### config.mk
export PLATFORM = sky130hd
export DESIGN_NAME = mem_arbiter
export DESIGN_NICKNAME = d
export VERILOG_FILES = /design/src/rtl/mem_arbiter.sv
export SDC_FILE = /design/constraint.sdc
export NUM_CORES = 1
export LEC_CHECK = 0
export CAP_MARGIN = 40
export CORE_ASPECT_RATIO = 0.7
export CORE_MARGIN = 1
export CORE_UTILIZATION = 50
export CTS_BUF_LIST = sky130_fd_sc_hd__clkbuf_8 sky130_fd_sc_hd__clkbuf_16
export DETAILED_ROUTE_END_ITERATION = 12
export HOLD_SLACK_MARGIN = 0.1
export PLACE_DENSITY = 0.95
export SLEW_MARGIN = 20
export SYNTH_ARGS = -nofsm -noshare
export SYNTH_HDL_FRONTEND = slang
export SYNTH_SLANG_ARGS = --single-unit
### constraint.sdc
create_clock -name clk -period 5.2 [get_ports clk]
set_input_delay 1.04 -clock clk [delete_from_list [all_inputs] [get_ports clk]]
set_output_delay 1.04 -clock clk [all_outputs]
set_load 0.05 [all_outputs]
### src/rtl/mem_arbiter.sv
`default_nettype none
// ============================================================================
// Module   : mem_arbiter
// Purpose  : Arbitrates instruction-fetch and data ports onto a single-ported
//            backing memory. One pending slot per port, data has priority,
//            all outputs registered.
// Revision : 1.0 - initial release
// ============================================================================
module mem_arbiter #(
   parameter int WORD_SIZE = 16
) (
   input  logic                 clk,
   input  logic                 reset,
   // instruction port
   input  logic                 i_read,
   input  logic [WORD_SIZE-1:0] i_addr,
   output logic [WORD_SIZE-1:0] i_data,
   output logic                 i_valid,
   // data port
   input  logic                 d_read,
   input  logic                 d_write,
   input  logic [WORD_SIZE-1:0] d_addr,
   input  logic [WORD_SIZE-1:0] d_wdata,
   output logic [WORD_SIZE-1:0] d_rdata,
   output logic                 d_valid,
   // backing memory
   output logic                 mem_req,
   output logic                 mem_we,
   output logic [WORD_SIZE-1:0] mem_addr,
   output logic [WORD_SIZE-1:0] mem_wdata,
   input  logic [WORD_SIZE-1:0] mem_rdata,
   input  logic                 mem_ack,
   // status
   output logic                 busy,
   output logic                 overrun,
   output logic [WORD_SIZE-1:0] txn_count
);

   typedef enum logic [1:0] {
      S_IDLE   = 2'd0,
      S_I_WAIT = 2'd1,
      S_D_WAIT = 2'd2
   } state_t;

   localparam logic [WORD_SIZE-1:0] ONE = {{(WORD_SIZE-1){1'b0}}, 1'b1};

   state_t state, state_nx;

   // pending slots; a slot stays pending until its transaction is acked
   logic                 i_pend, i_pend_nx;
   logic [WORD_SIZE-1:0] i_slot_addr, i_slot_addr_nx;
   logic                 d_pend, d_pend_nx;
   logic [WORD_SIZE-1:0] d_slot_addr, d_slot_addr_nx;
   logic [WORD_SIZE-1:0] d_slot_wdata, d_slot_wdata_nx;
   logic                 d_slot_we, d_slot_we_nx;

   // next values of the registered outputs
   logic                 mem_req_nx, mem_we_nx;
   logic [WORD_SIZE-1:0] mem_addr_nx, mem_wdata_nx;
   logic [WORD_SIZE-1:0] i_data_nx, d_rdata_nx, txn_count_nx;
   logic                 i_valid_nx, d_valid_nx, overrun_nx, busy_nx;

   // State and all registered outputs; reset abandons any transaction in flight
   always_ff @(posedge clk) begin
      if (reset) begin
         state        <= S_IDLE;
         i_pend       <= 1'b0;
         i_slot_addr  <= '0;
         d_pend       <= 1'b0;
         d_slot_addr  <= '0;
         d_slot_wdata <= '0;
         d_slot_we    <= 1'b0;
         mem_req      <= 1'b0;
         mem_we       <= 1'b0;
         mem_addr     <= '0;
         mem_wdata    <= '0;
         i_data       <= '0;
         d_rdata      <= '0;
         i_valid      <= 1'b0;
         d_valid      <= 1'b0;
         overrun      <= 1'b0;
         busy         <= 1'b0;
         txn_count    <= '0;
      end else begin
         state        <= state_nx;
         i_pend       <= i_pend_nx;
         i_slot_addr  <= i_slot_addr_nx;
         d_pend       <= d_pend_nx;
         d_slot_addr  <= d_slot_addr_nx;
         d_slot_wdata <= d_slot_wdata_nx;
         d_slot_we    <= d_slot_we_nx;
         mem_req      <= mem_req_nx;
         mem_we       <= mem_we_nx;
         mem_addr     <= mem_addr_nx;
         mem_wdata    <= mem_wdata_nx;
         i_data       <= i_data_nx;
         d_rdata      <= d_rdata_nx;
         i_valid      <= i_valid_nx;
         d_valid      <= d_valid_nx;
         overrun      <= overrun_nx;
         busy         <= busy_nx;
         txn_count    <= txn_count_nx;
      end
   end

   // Slot capture, grant selection and completion handling
   always_comb begin
      state_nx        = state;
      i_pend_nx       = i_pend;
      i_slot_addr_nx  = i_slot_addr;
      d_pend_nx       = d_pend;
      d_slot_addr_nx  = d_slot_addr;
      d_slot_wdata_nx = d_slot_wdata;
      d_slot_we_nx    = d_slot_we;
      mem_req_nx      = mem_req;
      mem_we_nx       = mem_we;
      mem_addr_nx     = mem_addr;
      mem_wdata_nx    = mem_wdata;
      i_data_nx       = i_data;
      d_rdata_nx      = d_rdata;
      i_valid_nx      = 1'b0;
      d_valid_nx      = 1'b0;
      overrun_nx      = overrun;
      txn_count_nx    = txn_count;

      // A request on an occupied slot is dropped; the slot is still occupied
      // on the edge its ack arrives, so that case counts as an overrun too.
      if (i_read) begin
         if (i_pend) begin
            overrun_nx = 1'b1;
         end else begin
            i_pend_nx      = 1'b1;
            i_slot_addr_nx = i_addr;
         end
      end

      // Simultaneous read and write is captured as a write.
      if (d_read || d_write) begin
         if (d_pend) begin
            overrun_nx = 1'b1;
         end else begin
            d_pend_nx       = 1'b1;
            d_slot_addr_nx  = d_addr;
            d_slot_wdata_nx = d_wdata;
            d_slot_we_nx    = d_write;
         end
      end

      case (state)
         S_IDLE: begin
            // Grants only look at already-registered slots, which leaves
            // mem_req low for at least one cycle between transactions.
            if (d_pend) begin
               state_nx     = S_D_WAIT;
               mem_req_nx   = 1'b1;
               mem_we_nx    = d_slot_we;
               mem_addr_nx  = d_slot_addr;
               mem_wdata_nx = d_slot_wdata;
            end else if (i_pend) begin
               state_nx     = S_I_WAIT;
               mem_req_nx   = 1'b1;
               mem_we_nx    = 1'b0;
               mem_addr_nx  = i_slot_addr;
               mem_wdata_nx = '0;
            end
         end
         S_I_WAIT: begin
            if (mem_ack) begin
               i_data_nx    = mem_rdata;
               i_valid_nx   = 1'b1;
               i_pend_nx    = 1'b0;
               mem_req_nx   = 1'b0;
               mem_we_nx    = 1'b0;
               txn_count_nx = txn_count + ONE;
               state_nx     = S_IDLE;
            end
         end
         S_D_WAIT: begin
            if (mem_ack) begin
               if (!d_slot_we) begin
                  d_rdata_nx = mem_rdata;
               end
               d_valid_nx   = 1'b1;
               d_pend_nx    = 1'b0;
               mem_req_nx   = 1'b0;
               mem_we_nx    = 1'b0;
               txn_count_nx = txn_count + ONE;
               state_nx     = S_IDLE;
            end
         end
         default: begin
            state_nx   = S_IDLE;
            mem_req_nx = 1'b0;
            mem_we_nx  = 1'b0;
         end
      endcase

      busy_nx = i_pend_nx | d_pend_nx | (state_nx != S_IDLE);
   end

endmodule
`default_nettype wire

==> run summary <==
The wire length of the first global-routing pass was 20,980 um. For the worst setup path, the data arrival time is 1.74 ns. The total global routing track utilization was 25.62%. The dominant delay contributor by cell family on the critical path was buffers and inverters. The clock-pin slew on the worst setup and hold paths was 0.06 ns. For the number of global-route vias before repair, the log shows 4,443.

The Yosys step of the flow raised 0 warnings. The worst register-to-register path begins at state[0]. The initial antenna violation count was 0; the sequential share of the synthesized area was 53.99%. Most frequent cell after synthesis: sky130_fd_sc_hd__nand2_1. TritonCTS built the clock tree. The run gives 13,880 um as the total wire length after detailed routing.

For the worst-skew pair, the clock arrives at the later sink with an insertion delay of 0.41 ns. The path length in cells of the critical path was 1. Setup violations remaining at the end of the flow were counted as 0. For this run, the top clock speed supported by timing is 360.1 MHz.

Once placement completed, the tool counted placed cells totaling 863. Max-cap violations in this run came to 0. No sink is reached through more buffers than the 2 on the longest clock path.

The number of antenna diodes in the final layout is 0. The run gives 6754 um^2 as the post-detailed-placement cell area. The routability-driven placement congestion ratio is 0.8684.

Overall power consumption after layout is estimated at 2.791 mW. For this configuration, the core starts out at a cell density of 52.40%. Counting flops with a built-in enable in the synthesized netlist gives 0. The class of the tightest hold or removal check was reg2reg. Once layout is complete, the cells apart from fillers number 895.

Headroom to the max-slew limit came out at 52.55%. The share of Yosys cell area claimed by the top area cell type was 53.99%; the count of hold buffers inserted by post-cts repair was 0. The tree built by TritonCTS fans out to 139 sinks. The count of cells along the worst register-to-register path was 6. Dividing the synthesized area by the synthesized cell count gives 8.353 um^2.

The signal on the critical path passes through clkdlybuf4s50_1. Tracing the worst setup path back leads to its startpoint at txn_count[2]. The floorplan step defined a core boundary enclosing 9834 um^2. The largest total area in the synthesized netlist belongs to sky130_fd_sc_hd__dfxtp_1. In this design, the stage delay of the slowest critical-path cell is 0.86 ns.

After routing the design area is 7325 um^2. The tools report the end point of the critical path as txn_count[2]. The detail route stage leaves a number of antenna-violating nets equal to 0. For the worst voltage drop across the vdd grid, the log shows 0.0003194 V. In this run the tool buffered the top-level ports with 155 buffer cells.

The tools report the clock root buffer master as sky130_fd_sc_hd__clkbuf_16. The flop and latch count out of synthesis was 139; the final global-route overflow total was 0. The tightest hold path in the finished design has a slack of 0.4533 ns. The reg2reg setup slack is 3.02 ns.

The startpoint-to-endpoint class of the critical path is reg2out. Proportion of layout cells with a drive suffix above 1: 6.258%. Critical path launch point type: a flip-flop. For this run, design rule violations remaining after detail routing come to 0.

The cell count after synthesis came out at 617. For this run, the leading register cell type out of synthesis is sky130_fd_sc_hd__dfxtp_1. The horizontal die dimension is 123.3 um. The logs give 0 for the max-slew violation count and 30 for the row count.

Setup repair after global routing left no endpoint under its margin. The count of distinct cell types in the synthesized netlist was 37; the detailed placer's ending HPWL was 9430 um. Hold violation total from the final report: 0. By count the netlist is led by 169 x sky130_fd_sc_hd__nand2_1, 139 x sky130_fd_sc_hd__dfxtp_1, 90 x sky130_fd_sc_hd__a21oi_1. The worst register-to-register path ends at txn_count[15]. The die is 86.94 um tall. In the final routed layout, each cell accounts on average for 15.51 um. The number of buffer and inverter instances along the worst setup path was 1; the fraction of registers with async set or reset after synthesis was 0%.

The detailed-route vias per instance was 5.472. The run finished with clean final reports. The routed layout has 4,897 vias. Iteration count of the initial detailed-routing pass: 5.

After synthesis the cells add up to 5154 um^2. For the required time of the critical path, the log shows 4.16 ns. The run gives 378 as the number of design-rule violations left by the first detailed-router iteration.

The area added between synthesis and finish works out to 42.12%. The number of setup buffers added after CTS is 0. Summed over all failing endpoints, the final setup total negative slack is 0 ns. Pin slew with the least headroom to its limit: 0.7118 ns. Once the clock tree was built, the resizer swapped 0 gates to a different size.

The die covers 10,720 um^2. The run gives 692 as the net count after synthesis. The net count of the finished layout came out at 829. STA classifies the critical path endpoint as an output pin.

For this design the top-level I/O count stands at 156. The total clock buffers created by CTS is 17, and the H-tree level count is 4. In this run the static leakage power is 2.667 nW. The ratio of final minimum period to clock period was 53.41%.

In this run the power density over the cells is 381.0 nW/um^2. Ranked by total cell area, the synthesized netlist is headed by sky130_fd_sc_hd__dfxtp_1 54%, sky130_fd_sc_hd__nand2_1 12%, sky130_fd_sc_hd__a21oi_1 8.7%. The maximum fanout count along the critical path was 7. The maximum number of pins on one net before global-route repair is 72.

The slowest stage cell on the critical path is sky130_fd_sc_hd__clkdlybuf4s50_1. The shortest period the worst path allows is 2.777 ns, and the setup clock skew after layout is 0.01147 ns.
-- report_power, final --
group	switching (mW)	internal, mW
clock network	0.454	0.684
logic	0.302	0.177
registers	0.0419	1.13
total	0.798	1.99
-- logic make-up (layout without fill, tap and decap cells) --
kind of cell	count (synthesis)	after routing	synth area share, %
AO/OA/AOI/OAI	137	137	15.20
buffers and inverters	46	196	3.496
AND/OR/NAND/NOR	263	263	21.10
XOR/XNOR	10	10	1.700
flip-flops	139	139	53.99
adder cells (fa/ha/maj)	5	5	1.214
multiplexers	17	17	3.302
-- cell usage in the layout, fill, tap and decap left out, drive strengths merged, types with 5 or more instances in the layout --
| cell type | Yosys | routed |
|---|---|---|
| o21ai | 8 | 8 |
| nand4 | 6 | 6 |
| clkinv | 0 | 5 |
| a22oi | 16 | 16 |
| nor2 | 59 | 59 |
| mux2i | 17 | 17 |
| ha | 5 | 5 |
| a21oi | 90 | 90 |
| a211oi | 17 | 17 |
| clkbuf | 38 | 19 |
| inv | 3 | 5 |
| dfxtp | 139 | 139 |
| nand3 | 6 | 6 |
| buf | 5 | 7 |
| nand2 | 169 | 169 |
| xor2 | 8 | 8 |
| clkdlybuf4s50 | 0 | 154 |
| clkinvlp | 0 | 5 |
-- registers in the layout (all words and copies together) (netlist names), 2 cells and up --
signal and count:
d_slot_addr 16, mem_wdata 16, d_slot_wdata 16, i_slot_addr 16, i_data 16, d_rdata 16, mem_addr 16, txn_count 16
state 2
-- per-layer routing --
layer | up-vias | wire (um) | GRT usage (%)
li1 | 2346 | - | -
met1 | 2277 | 5841 | 32.11
met2 | 255 | 6592 | 42.76
met3 | 19 | 1295 | 6.675
met4 | 0 | 153 | 8.981
met5 | - | 0 | 0
-- cell type report --
class | instances | area [um^2]
flip-flops and latches | 139 | 2783
fillers | 716 | 2510
multi-input cells | 432 | 2198
repair buffers | 161 | 1602
clock buffers | 19 | 452.9
well taps | 128 | 160.2
clock inverters | 13 | 117.6
inverters | 3 | 11.26
-- stage by stage --
step	setup WS (ns)	utilization (%)
CTS	2.415	74.48
detailed placement	2.258	68.68
floorplan	2.968	-
global route	2.375	74.48
finish	2.423	74.48
global placement	2.267	68.35
-- worst min path at each step --
| stage | from | endpoint | slack (ns) | cells past startpoint |
|---|---|---|---|---|
| after floorplan | i_slot_addr[0] | i_slot_addr[0] | 0.44 | 2 |
| after global placement | d_slot_wdata[3] | d_slot_wdata[3] | 0.44 | 2 |
| after detailed placement | i_slot_addr[6] | i_slot_addr[6] | 0.45 | 2 |
| after CTS | i_slot_addr[3] | i_slot_addr[3] | 0.46 | 2 |
| after global routing | d_slot_addr[14] | d_slot_addr[14] | 0.47 | 2 |
| final | d_slot_wdata[14] | d_slot_wdata[14] | 0.45 | 2 |
(Power assumes the default switching activity.)
